===== config.mk =====
export PLATFORM = sky130hd
export DESIGN_NAME = uart_byte_transceiver
export DESIGN_NICKNAME = d
export VERILOG_FILES = /design/src/rtl/uart_byte_transceiver.sv
export SDC_FILE = /design/constraint.sdc
export NUM_CORES = 1
export LEC_CHECK = 0
export BUFFER_PORTS_ARGS = -buffer_cell sky130_fd_sc_hd__buf_2
export CAP_MARGIN = 20
export CORE_ASPECT_RATIO = 0.8
export CORE_MARGIN = 4
export CORE_UTILIZATION = 30
export CTS_CLUSTER_DIAMETER = 120
export CTS_CLUSTER_SIZE = 30
export DETAILED_ROUTE_END_ITERATION = 10
export GPL_TIMING_DRIVEN = 1
export PLACE_DENSITY_LB_ADDON = 0.2
export RECOVER_POWER = 25
export SETUP_SLACK_MARGIN = 0.4
export SLEW_MARGIN = 25
export SYNTH_ARGS = -nofsm -noshare
export SYNTH_HDL_FRONTEND = slang
export SYNTH_SLANG_ARGS = --single-unit

===== constraint.sdc =====
create_clock -name CLK -period 2.66 [get_ports CLK]
set_input_delay 0.133 -clock CLK [delete_from_list [all_inputs] [get_ports CLK]]
set_output_delay 0.133 -clock CLK [all_outputs]
set_load 0.01 [all_outputs]

===== src/rtl/uart_byte_transceiver.sv =====
// Full-duplex 8N1 UART byte engine: serialises TX_DATA on START_FLAG, deserialises UART_RXD into RX_DATA.
// TX frame 10*CLK_PER_BIT cycles, RX start detect 3 cycles; START_FLAG while TX busy is dropped, RDY marks both paths idle.
module uart_byte_transceiver #(
    parameter int CLK_PER_BIT = 434
) (
    input  logic       CLK,
    input  logic       RSTN,
    input  logic       UART_RXD,
    output logic       UART_TXD,
    input  logic       START_FLAG,
    input  logic [7:0] TX_DATA,
    output logic [7:0] RX_DATA,
    output logic       RDY,
    output logic       RX_ERR
);

    localparam int CW = $clog2(CLK_PER_BIT);
    localparam logic [CW-1:0] BIT_LAST  = CW'(CLK_PER_BIT - 1);
    localparam logic [CW-1:0] HALF_LAST = CW'(CLK_PER_BIT / 2 - 1);

    typedef enum logic [1:0] {
        TXS_IDLE,
        TXS_START,
        TXS_DATA,
        TXS_STOP
    } tx_state_t;

    typedef enum logic [2:0] {
        RXS_IDLE,
        RXS_START,
        RXS_DATA,
        RXS_STOP,
        RXS_WAIT_HIGH
    } rx_state_t;

    tx_state_t     tx_state_q, tx_state_d;
    logic [CW-1:0] tx_cnt_q, tx_cnt_d;
    logic [2:0]    tx_idx_q, tx_idx_d;
    logic [7:0]    tx_shift_q, tx_shift_d;
    logic          txd_q, txd_d;
    logic          tx_bit_end;

    rx_state_t     rx_state_q, rx_state_d;
    logic [CW-1:0] rx_cnt_q, rx_cnt_d;
    logic [2:0]    rx_idx_q, rx_idx_d;
    logic [7:0]    rx_shift_q, rx_shift_d;
    logic [7:0]    rx_data_q, rx_data_d;
    logic          rx_err_q, rx_err_d;
    logic [2:0]    rx_sync_q, rx_sync_d;
    logic          rx_line;
    logic          rx_fall;
    logic          rx_bit_end;
    logic          rx_half_end;

    // ------------------------------------------------------------------
    // TX path
    // ------------------------------------------------------------------
    always_ff @(posedge CLK or negedge RSTN) begin
        if (!RSTN) begin
            tx_state_q <= TXS_IDLE;
            tx_cnt_q   <= '0;
            tx_idx_q   <= 3'd0;
            tx_shift_q <= 8'h00;
            txd_q      <= 1'b1;
        end else begin
            tx_state_q <= tx_state_d;
            tx_cnt_q   <= tx_cnt_d;
            tx_idx_q   <= tx_idx_d;
            tx_shift_q <= tx_shift_d;
            txd_q      <= txd_d;
        end
    end

    assign tx_bit_end = (tx_cnt_q == BIT_LAST);

    always_comb begin
        tx_state_d = tx_state_q;
        tx_cnt_d   = tx_cnt_q;
        tx_idx_d   = tx_idx_q;
        tx_shift_d = tx_shift_q;
        case (tx_state_q)
            TXS_IDLE: begin
                tx_cnt_d = '0;
                if (START_FLAG) begin
                    tx_state_d = TXS_START;
                    tx_shift_d = TX_DATA;
                    tx_idx_d   = 3'd0;
                end
            end
            TXS_START: begin
                if (tx_bit_end) begin
                    tx_cnt_d   = '0;
                    tx_idx_d   = 3'd0;
                    tx_state_d = TXS_DATA;
                end else begin
                    tx_cnt_d = tx_cnt_q + 1'b1;
                end
            end
            TXS_DATA: begin
                if (tx_bit_end) begin
                    tx_cnt_d = '0;
                    if (tx_idx_q == 3'd7) begin
                        tx_state_d = TXS_STOP;
                    end else begin
                        tx_idx_d = tx_idx_q + 3'd1;
                    end
                end else begin
                    tx_cnt_d = tx_cnt_q + 1'b1;
                end
            end
            TXS_STOP: begin
                if (tx_bit_end) begin
                    tx_cnt_d   = '0;
                    tx_state_d = TXS_IDLE;
                end else begin
                    tx_cnt_d = tx_cnt_q + 1'b1;
                end
            end
            default: tx_state_d = TXS_IDLE;
        endcase
    end

    // Line level is registered from the upcoming state so UART_TXD is glitch-free.
    always_comb begin
        txd_d = 1'b1;
        case (tx_state_d)
            TXS_START: txd_d = 1'b0;
            TXS_DATA:  txd_d = tx_shift_q[tx_idx_d];
            default:   txd_d = 1'b1;
        endcase
    end

    assign UART_TXD = txd_q;

    // ------------------------------------------------------------------
    // RX path
    // ------------------------------------------------------------------
    always_comb begin
        rx_sync_d = {rx_sync_q[1:0], UART_RXD};
    end

    // [0],[1] are the synchroniser, [2] holds the previous synchronised level.
    assign rx_line     = rx_sync_q[1];
    assign rx_fall     = rx_sync_q[2] & ~rx_sync_q[1];
    assign rx_bit_end  = (rx_cnt_q == BIT_LAST);
    assign rx_half_end = (rx_cnt_q == HALF_LAST);

    always_ff @(posedge CLK or negedge RSTN) begin
        if (!RSTN) begin
            rx_sync_q  <= 3'b111;
            rx_state_q <= RXS_IDLE;
            rx_cnt_q   <= '0;
            rx_idx_q   <= 3'd0;
            rx_shift_q <= 8'h00;
            rx_data_q  <= 8'h00;
            rx_err_q   <= 1'b0;
        end else begin
            rx_sync_q  <= rx_sync_d;
            rx_state_q <= rx_state_d;
            rx_cnt_q   <= rx_cnt_d;
            rx_idx_q   <= rx_idx_d;
            rx_shift_q <= rx_shift_d;
            rx_data_q  <= rx_data_d;
            rx_err_q   <= rx_err_d;
        end
    end

    always_comb begin
        rx_state_d = rx_state_q;
        rx_cnt_d   = rx_cnt_q;
        rx_idx_d   = rx_idx_q;
        rx_shift_d = rx_shift_q;
        case (rx_state_q)
            RXS_IDLE: begin
                rx_cnt_d = '0;
                if (rx_fall) begin
                    rx_state_d = RXS_START;
                end
            end
            RXS_START: begin
                if (rx_half_end) begin
                    rx_cnt_d   = '0;
                    rx_idx_d   = 3'd0;
                    rx_state_d = rx_line ? RXS_IDLE : RXS_DATA;
                end else begin
                    rx_cnt_d = rx_cnt_q + 1'b1;
                end
            end
            RXS_DATA: begin
                if (rx_bit_end) begin
                    rx_cnt_d   = '0;
                    rx_shift_d = {rx_line, rx_shift_q[7:1]};
                    if (rx_idx_q == 3'd7) begin
                        rx_state_d = RXS_STOP;
                    end else begin
                        rx_idx_d = rx_idx_q + 3'd1;
                    end
                end else begin
                    rx_cnt_d = rx_cnt_q + 1'b1;
                end
            end
            RXS_STOP: begin
                if (rx_bit_end) begin
                    rx_cnt_d   = '0;
                    rx_state_d = rx_line ? RXS_IDLE : RXS_WAIT_HIGH;
                end else begin
                    rx_cnt_d = rx_cnt_q + 1'b1;
                end
            end
            RXS_WAIT_HIGH: begin
                rx_cnt_d = '0;
                if (rx_line) begin
                    rx_state_d = RXS_IDLE;
                end
            end
            default: begin
                rx_cnt_d   = '0;
                rx_state_d = RXS_IDLE;
            end
        endcase
    end

    // A false start leaves both RX_DATA and RX_ERR untouched.
    always_comb begin
        rx_data_d = rx_data_q;
        rx_err_d  = rx_err_q;
        if (rx_state_q == RXS_START && rx_half_end && !rx_line) begin
            rx_err_d = 1'b0;
        end
        if (rx_state_q == RXS_STOP && rx_bit_end) begin
            if (rx_line) begin
                rx_data_d = rx_shift_q;
            end else begin
                rx_err_d = 1'b1;
            end
        end
    end

    assign RX_DATA = rx_data_q;
    assign RX_ERR  = rx_err_q;
    assign RDY     = (rx_state_q == RXS_IDLE) && (tx_state_q == TXS_IDLE);

endmodule


==> summary.md <==
| Metric | Value |
|---|---|
| Status | complete, no violations |
| CP endpoint | UART_TXD$_DFF_PN1_ |
| Post-synthesis sequential area ratio | 0.543 |
| Largest net degree at the start of global routing | 59 |
| Met3 WL post-DR | 278 um |
| MaxCap Viol Count | 0 |
| Slew Viols, Final | 0 |
| Clock Sinks | 58 |
| Met2 WL post-DR | 2260 um |
| Post-Syn Nets | 261 |
| Final hold vios | 0 |
| Vias per cell | 4.71 |
| GP Congestion | 0.746 |
| Cts bufs inserted | 9 |
| Final core utilization | 0.379 |
| Worst slew pin tran | 1450 ps |
| GR Overflow Total | 0 |
| Number of port buffers | 22 |
| Clock Pin Slew Worst Setup and Hold Paths | 70 ps |
| Highest clock rate | 430 MHz |
| Top-Level Pins | 23 |
| Die Y | 92.5 um |
| Post-synthesis async set-or-reset flop share | 1.00 |
| Power per standard cell area | 602 mW/mm^2 |
| Layout cells sized above 1 | 0.256 |
| Fin crit period | 2330 ps |
| Via Count | 1871 |
| Core ar. | 0.00860 mm^2 |
| Total Neg Setup Slack | 0 ps |
| Hpwl dp | 3330 um |
| Cell breakdown of the critical path | or4b_4 > o31a_1 > o31ai_4 > nand2_4 > a211oi_2 > a311oi_1 > o31a_1 |
| M1 wire length | 2500 um |
| Cell variety after synth | 41 |
| Crit. End Element | flop |
| Relative slew slack | 0.0313 |
| Longest Clk Path Bufs | 2 |
| DRC Markers | 0 |
| Max stage delay on crit path | 560 ps |
| Mapped Area | 0.00268 mm^2 |
| EDFF count, synth | 0 |
| RSZ-0062 raised after global routing | yes |
| Top sig layer | met4 |
| Pleak | 1.48 nW |
| RR Endpoint | UART_TXD$_DFF_PN1_ |
| Setup violations, final | 0 |
| Fin nets | 300 |
| Initial Util | 0.312 |
| R2R depth | 7 |
| Vias in the first global route | 1822 |
| Commonest non-fill, non-tap cell in the layout | dfrtp_1 |
| Clock Latency Late Sink | 340 ps |
| Area delta synth->final | 21.7% |
| Most frequent cells in the layout | 54 x dfrtp_1, 28 x nor2_1, 22 x mux2_2 |
| CTS root buf | clkbuf_8 |
| DR pass1 iterations | 4 |
| Crit path arrival time | 2590 ps |
| Most frequent CP cell | o31a_1 |
| DR iter-0 viols | 64 |
| Highest ir drop seen on vdd | 0.286 mV |
| Critical path startpoint | tx_cnt_q[3]$_DFF_PN0_ |
| Routed WL | 5120 um |
| Ant diodes | 0 |
| # rows | 30 |
| Initial antenna violation count | 0 |
| Die Area | 0.0105 mm^2 |
| Kind of critical path | reg2reg |
| Cell count after synthesis | 241 |
| Synth warn | 0 |
| Max stage delay cell, worst path | or4b_4 |
| R2R setup slack | 330 ps |
| Avg Inst Size Synth | 11.1 um^2 |
| Htree depth | 3 |
| Total Routing Usage GR | 0.105 |
| Synth Flop Type | dfrtp_1 |
| Antenna viol nets, final | 0 |
| Crit share post-route | 0.875 |
| First-pass GRT wire length | 8760 um |
| Worst Skew | 6.80 ps |
| CTS tree | done |
| Crit-path max FO | 5 |
| Class of the worst hold path | in2reg |
| Die W | 114 um |
| Req. time, crit path | 2930 ps |
| Worst R2R Start | tx_cnt_q[3]$_DFF_PN0_ |
| #FFs+latches synth | 58 |
| Wire length per cell | 12.9 um |
| Crit start category | flop |
worst min path at each step:
stage                                      to  slack, ps  depth (start not counted)        from
finish              tx_shift_q[0]$_DFFE_PN0P_         20                          2  TX_DATA[0]
CTS                 tx_shift_q[0]$_DFFE_PN0P_      0.005                          2  TX_DATA[0]
global placement       rx_sync_q[0]$_DFF_PN1_        240                          1    UART_RXD
floorplan              RX_DATA[0]$_DFFE_PN0P_       -160                          0        RSTN
global route        tx_shift_q[6]$_DFFE_PN0P_          3                          2  TX_DATA[6]
detailed placement     rx_sync_q[0]$_DFF_PN1_        240                          1    UART_RXD
area by class of cell:
cell class	count	area, um^2
clock buffers	9	124
fillers	850	5340
flip-flops and latches	58	1460
repair buffers	33	186
multi-input cells	168	1200
inverters	10	37.5
well taps	112	140
clock inverters	7	118
repair_timing:
| action | CTS | global route |
|---|---|---|
| hold buffers | 3 | 0 |
| gates resized for setup | 4 | 1 |
| endpoints found under the hold margin | 56 | 0 |
| setup buffers | 5 | 1 |
| setup endpoints to repair | 1 | 4 |
| pin swaps | 10 | 2 |
Yosys cell counts (2+ instances only):
cell type | instances | area [um^2]
a211oi_1 | 2 | 15.0
a21oi_1 | 5 | 25.0
a311oi_1 | 2 | 17.5
and2_1 | 2 | 12.5
and3_1 | 5 | 31.3
clkbuf_1 | 5 | 18.8
dfrtp_1 | 54 | 1350
dfstp_2 | 4 | 105
ha_1 | 8 | 100
inv_1 | 9 | 33.8
mux2_1 | 2 | 22.5
mux2_2 | 22 | 248
nand2_1 | 23 | 86.3
nand2b_1 | 4 | 25.0
nand3_1 | 9 | 45.0
nand4_1 | 4 | 25.0
nor2_1 | 28 | 105
nor3_1 | 6 | 30.0
nor3b_1 | 2 | 15.0
nor4bb_1 | 2 | 20.0
o21ai_0 | 6 | 30.0
o21ai_1 | 2 | 10.0
o31a_1 | 3 | 26.3
or2_1 | 2 | 12.5
or4_1 | 2 | 15.0
xnor2_1 | 5 | 43.8
xor2_1 | 9 | 78.8
sequential cells by signal (all words and copies together), names as in the netlist:
register and cells:
rx_cnt_q 9, tx_cnt_q 9, RX_DATA 8, rx_shift_q 8
tx_shift_q 8, rx_idx_q 3, rx_state_q 3, rx_sync_q 3
tx_idx_q 3, tx_state_q 2, RX_ERR 1, UART_TXD 1
worst max-delay path: cells and delay by family (launching register included):
family,cells,cell delay (ps)
compound gates,5,1200
flops,1,380
simple gates,2,670
stage by stage:
| stage | std cells | instance area (um^2) | setup slack [ps] | power [mW] | hold slack (ps) |
|---|---|---|---|---|---|
| floorplan | 241 | 2690 | 405 | 0.946 | -163 |
| global placement | 372 | 2940 | 324 | 0.983 | 244 |
| detailed placement | 372 | 2940 | 250 | 0.984 | 244 |
| CTS | 396 | 3260 | 292 | 2.00 | 0.00502 |
| global route | 397 | 3260 | 182 | 2.05 | 2.76 |
| finish | 397 | 3260 | 333 | 1.96 | 19.0 |
routing by layer:
| metal | GRT usage | vias up |
|---|---|---|
| li1 | - | 919 |
| met1 | 0.137 | 905 |
| met2 | 0.157 | 36 |
| met3 | 0.0496 | 11 |
| met4 | 0.0300 | 0 |
| met5 | 0 | - |
logic make-up (layout without fill, tap and decap cells):
group,after synthesis,after routing,share of synthesized area
and+or+nand+nor,94,94,0.175
muxes,25,25,0.105
buffers and inverters,15,59,0.0210
xor gates and xnor gates,14,14,0.0458
AOI/OAI and AO/OA,27,27,0.0728
DFF,58,58,0.543
adders and majority gates,8,8,0.0373
report_power, final:
| part | switching (mW) | internal [mW] | total, mW | leakage (nW) |
|---|---|---|---|---|
| Sequential | 0.0142 | 0.896 | 0.910 | 0.750 |
| Combinational | 0.0354 | 0.0219 | 0.0573 | 0.615 |
| Clock | 0.376 | 0.620 | 0.996 | 0.111 |
| Total | 0.426 | 1.54 | 1.96 | 1.48 |
No activity file was read; power rests on OpenSTA's default activity.
